## src/rtl/pc_sequencer.sv

```systemverilog
`default_nettype none
// ============================================================================
// Module   : pc_sequencer
// Purpose  : Program-counter sequencer with BOOT/RUN/HALT control. It advances
//            the PC by STEP when downstream is ready, applies redirects
//            (buffering one while stalled), vectors to TRAP_VEC on trap or on
//            a misaligned redirect, and supports halt/resume.
// Ports    : clk, rst              - clock, synchronous active-high reset
//            ready                 - downstream accepts current PC
//            redirect_valid/target - branch/jump request and target
//            trap_req              - exception request
//            halt_req, resume      - enter / leave HALT
//            pc                    - registered current PC
//            pc_plus_step          - pc + STEP (combinational, wraps)
//            pc_valid, halted      - RUN / HALT state indicators
//            pending               - a redirect target is buffered
//            misalign              - one-cycle pulse on misaligned redirect
// Revision : 1.0  initial release
// ============================================================================
module pc_sequencer #(
   parameter int unsigned     XLEN       = 32,
   parameter int unsigned     STEP       = 1,
   parameter logic [XLEN-1:0] RESET_ADDR = '0,
   parameter logic [XLEN-1:0] TRAP_VEC   = 'h10
) (
   input  logic            clk,
   input  logic            rst,
   input  logic            ready,
   input  logic            redirect_valid,
   input  logic [XLEN-1:0] redirect_target,
   input  logic            trap_req,
   input  logic            halt_req,
   input  logic            resume,
   output logic [XLEN-1:0] pc,
   output logic [XLEN-1:0] pc_plus_step,
   output logic            pc_valid,
   output logic            halted,
   output logic            pending,
   output logic            misalign
);

   typedef enum logic [1:0] {
      ST_BOOT = 2'd0,
      ST_RUN  = 2'd1,
      ST_HALT = 2'd2
   } state_t;

   localparam logic [XLEN-1:0] c_step = XLEN'(STEP);

   state_t          state_q, state_d;
   logic [XLEN-1:0] pc_q, pc_d;
   logic            pending_q, pending_d;
   logic [XLEN-1:0] tgt_q, tgt_d;
   logic            misalign_q, misalign_d;
   logic            w_misaligned;

   // A target is misaligned when any of its low log2(STEP) bits are set.
   // With STEP=1 every address is aligned.
   generate
      if (STEP > 1) begin : g_align_chk
         localparam int unsigned c_align_bits = $clog2(STEP);
         assign w_misaligned = (redirect_target[c_align_bits-1:0] != '0);
      end else begin : g_no_align_chk
         assign w_misaligned = 1'b0;
      end
   endgenerate

   assign pc_plus_step = pc_q + c_step;

   always_comb begin
      state_d    = state_q;
      pc_d       = pc_q;
      pending_d  = pending_q;
      tgt_d      = tgt_q;
      misalign_d = 1'b0;

      case (state_q)
         ST_BOOT: begin
            // trap_req and halt_req are ignored while booting.
            state_d = ST_RUN;
            if (redirect_valid) begin
               if (w_misaligned) begin
                  pc_d       = TRAP_VEC;
                  misalign_d = 1'b1;
                  pending_d  = 1'b0;
               end else begin
                  pending_d = 1'b1;
                  tgt_d     = redirect_target;
               end
            end
         end

         ST_HALT: begin
            // PC holds; redirects are queued (newest wins) until resume.
            if (redirect_valid) begin
               if (w_misaligned) begin
                  pc_d       = TRAP_VEC;
                  misalign_d = 1'b1;
                  pending_d  = 1'b0;
               end else begin
                  pending_d = 1'b1;
                  tgt_d     = redirect_target;
               end
            end
            if (resume) begin
               state_d = ST_RUN;
            end
         end

         ST_RUN: begin
            if (trap_req) begin
               pc_d      = TRAP_VEC;
               pending_d = 1'b0;
            end else if (halt_req) begin
               // Halt wins over resume here; a same-cycle redirect is kept
               // in the pending buffer rather than dropped. A misaligned one
               // still vectors to the trap handler since it cannot be queued.
               state_d = ST_HALT;
               if (redirect_valid) begin
                  if (w_misaligned) begin
                     pc_d       = TRAP_VEC;
                     misalign_d = 1'b1;
                     pending_d  = 1'b0;
                  end else begin
                     pending_d = 1'b1;
                     tgt_d     = redirect_target;
                  end
               end
            end else if (redirect_valid && w_misaligned) begin
               pc_d       = TRAP_VEC;
               misalign_d = 1'b1;
               pending_d  = 1'b0;
            end else if (redirect_valid) begin
               if (ready) begin
                  pc_d      = redirect_target;
                  pending_d = 1'b0;
               end else begin
                  // Stalled: buffer the target, overwriting any older one.
                  pending_d = 1'b1;
                  tgt_d     = redirect_target;
               end
            end else if (pending_q && ready) begin
               pc_d      = tgt_q;
               pending_d = 1'b0;
            end else if (ready) begin
               pc_d = pc_plus_step;
            end
         end

         default: begin
            state_d   = ST_BOOT;
            pc_d      = RESET_ADDR;
            pending_d = 1'b0;
         end
      endcase
   end

   always_ff @(posedge clk) begin
      if (rst) begin
         state_q    <= ST_BOOT;
         pc_q       <= RESET_ADDR;
         pending_q  <= 1'b0;
         misalign_q <= 1'b0;
      end else begin
         state_q    <= state_d;
         pc_q       <= pc_d;
         pending_q  <= pending_d;
         misalign_q <= misalign_d;
      end
   end

   // Buffer contents are only meaningful while pending_q is set, so no reset.
   always_ff @(posedge clk) begin
      tgt_q <= tgt_d;
   end

   assign pc       = pc_q;
   assign pc_valid = (state_q == ST_RUN);
   assign halted   = (state_q == ST_HALT);
   assign pending  = pending_q;
   assign misalign = misalign_q;

endmodule
`default_nettype wire

```

## config.mk

```make
export PLATFORM = sky130hd
export DESIGN_NAME = pc_sequencer
export DESIGN_NICKNAME = d
export VERILOG_FILES = /design/src/rtl/pc_sequencer.sv
export SDC_FILE = /design/constraint.sdc
export NUM_CORES = 1
export LEC_CHECK = 0
export BUFFER_PORTS_ARGS = -buffer_cell sky130_fd_sc_hd__buf_4
export CORE_MARGIN = 8
export CORE_UTILIZATION = 25
export CTS_CLUSTER_SIZE = 12
export DETAILED_ROUTE_END_ITERATION = 10
export GPL_TIMING_DRIVEN = 0
export MAX_ROUTING_LAYER = met4
export SYNTH_ARGS = -nofsm -noshare
export SYNTH_HDL_FRONTEND = slang
export SYNTH_SLANG_ARGS = --single-unit
```

## constraint.sdc

```tcl
create_clock -name clk -period 3.8 [get_ports clk]
set_input_delay 0.57 -clock clk [delete_from_list [all_inputs] [get_ports clk]]
set_output_delay 0.57 -clock clk [all_outputs]
set_load 0.005 [all_outputs]
```

==> flow_summary.yaml <==
synthesis:
  yosysWarnings: 0
  ys_async_sr_fraction_pct: 0
  synth_edf_count: 32
  synthCells: 477
  synthesis.area_mm2: 0.00428
  synth_cell_types: 71
  postSynthAreaPerCell_um2: 8.97
  yosys.area.top_type: "edfxtp_1"
  ys_seq_area_share_pct: 38.8
  synthDominantCellAreaShare_pct: 22.5
  yosysMostFrequentCell: "nand2_1"
  yosys_register_bits: 67
  syn-num-nets: 517
  synth_flop_cell: "dfxtp_1"
  synth.area.top_cells: "edfxtp_1 (22%), dfxtp_1 (16%), mux2_2 (8.7%), nand2_1 (4.6%), o21ai_0 (4.0%)"
  ys_top_cells_by_count: "nand2_1 (52), dfxtp_1 (35), o21ai_0 (34)"
setup_path:
  reg2reg_slack_ps: 1140
  reg2reg_from: "pc[0]"
  arrival_ps: 2890
  worstSetupEndpointType: "output port"
  crit_required_ps: 3230
  ff2ff_path_depth: 7
  start_kind: "register"
  rr_endpoint: "pc[28]"
  cp_max_fo: 10
  worstSetupPathType: "reg2out"
cells_and_area:
  drive_gt1_share_pct: 28.7
  area_growth_pct: 31.4
  fin_util_pct: 33.1
  fillers: 1803
  diodes: 0
  finalNonFillerCells: 821
  layout.nets: 632
global_route:
  antenna_found_initial: 0
  grt_usage_pct: 15.7
  grt_max_degree: 28
  grt_pass1_wl_um: 25500
  grt.overflow.total: 0
  grt_pass1_vias: 4295
cts:
  htree_levels: 3
  clkTransAtPathRegs_ps: 60
  clk_path_buf_depth: 2
  numCtsBuffers: 9
  clkLatencyLatePin_ps: 340
  ctsResizeCount: 0
  clock-sinks: 67
  holdBufCountCts: 0
  cts_root_buf: "clkbuf_16"
  cts_tree: "done"
  cts_setup_buffers: 0
placed_design:
  dp.cells: 806
  place_hpwl_um: 12500
  portBuffers: 103
  place_congestion: 0.854
power:
  p_leak_nw: 2.19
  sw_frac_of_total_pct: 26.6
  internal_power_mw: 1.39
  power.switching_mw: 0.505
  pwr-share-comb_pct: 14.2
  p_per_area_mw_per_mm2: 337
  peakVddDrop_mv: 0.168
  clockPowerShare_pct: 40.7
  sequentialPowerShare_pct: 45.2
floorplanning:
  start_util_pct: 25.2
  die_area_mm2: 0.0216
  die_w_um: 147
  ioPinCount: 107
  placementRows: 48
  coreArea_mm2: 0.0170
  die_h_um: 147
run_status:
  status: "finished clean"
timing:
  finalHoldViolCount: 0
  setup_tns_ps: 0
  report.final.slew_viol_count: 0
  max_freq_ghz: 0.289
  min_period_ps: 3460
  finalCritPeriodShare_pct: 91.0
  grt_setup_unrepaired: "no"
  setup_viol: 0
  slew_headroom_pct: 24.8
  skew_ps: 6.79
  tightest_slew_ps: 1120
min_path:
  min_from: "resume"
  hold_end: "state_q[0]"
  hold_path_depth: 3
  worstHoldPathType: "in2reg"
routing:
  routed_via_density: 5.26
  drc: 0
  wl_um: 16700
  first_pass_iters: 4
  wl_per_cell_um: 20.3
  vias: 4316
  ant_nets: 0
  drtIter0Drc: 347
flow_run:
  drv_cap: 0
## cell families after synthesis
kind of cell | Yosys count | share of synthesized area [%]
AOI/OAI and AO/OA | 124 | 19.6
xor gates and xnor gates | 27 | 5.53
adders and majority gates | 1 | 0.292
buffers and inverters | 48 | 4.59
DFF | 67 | 38.8
muxes | 36 | 9.39
other | 1 | 0.0876
and+or+nand+nor | 173 | 21.7
## power by group through the flow
stage	Clock, mW	Sequential, mW	Combinational [mW]
finish	0.771	0.856	0.269
global route	0.795	0.863	0.290
global placement	0	0.868	0.259
detailed placement	0	0.870	0.267
CTS	0.778	0.855	0.268
floorplan	0	0.861	0.145
## how the worst max path moves through the flow
stage	startpoint	to	slack, ps	cells past startpoint
after global placement	redirect_valid	tgt_q[11]	-270	4
after CTS	pc[0]	pc_plus_step[28]	200	7
final	pc[0]	pc_plus_step[18]	340	6
after detailed placement	pc[0]	pc_plus_step[28]	580	7
after global routing	pc[0]	pc_plus_step[28]	160	7
after floorplan	redirect_valid	tgt_q[0]	1100	4
## flip-flops by register name, indices dropped and copies added (netlist names)
signal / count
tgt_q: 32
pending: 1
pc: 32
state_q: 2
## through the flow
step	area, um^2	hold slack [ps]	power [mW]	setup slack (ps)
after global routing	5620	509	1.95	157
final	5620	488	1.90	343
after floorplan	4280	516	1.01	1100
after detailed placement	5360	557	1.14	579
after CTS	5620	482	1.90	204
after global placement	5330	546	1.13	-270
## worst max-delay path, stage by stage (launching register included)
cell and delay [ps]:
dfxtp_1 470, ha_1 240, nand3_1 380, or3_1 590
nor3_1 450, xnor2_1 240, buf_4 170
## layout by cell type, fill, tap and decap left out, types with 11 or more instances in the layout
master    instances
buf_4           104
nand2_1          52
dfxtp_1          35
o21ai_0          34
nor2_1           33
mux2_2           33
edfxtp_1         32
clkbuf_1         29
a21oi_1          22
nand3_1          18
xnor2_1          17
inv_1            13
nor3_1           13
nand4_1          11
## cell type report
type / instances / area, um^2 / share of cell area [%]
plain buffers: 35 / 148 / 2.63
clock buffers: 11 / 243 / 4.32
clock inverters: 4 / 17.5 / 0.312
inverters: 13 / 48.8 / 0.868
multi-input cells: 362 / 2430 / 43.2
flip-flops and latches: 67 / 1660 / 29.6
well taps: 225 / 282 / 5.01
repair buffers: 104 / 793 / 14.1
## routing by layer
| layer | vias up | track usage [%] | share of wire [%] |
|---|---|---|---|
| met5 | - | - | 0 |
| met4 | 0 | 6.23 | 2.8 |
| met2 | 203 | 24.7 | 46 |
| li1 | 2023 | - | - |
| met1 | 2060 | 19.6 | 44 |
| met3 | 30 | 2.89 | 6.9 |
Note: power is estimated with default switching activity, not from simulation.
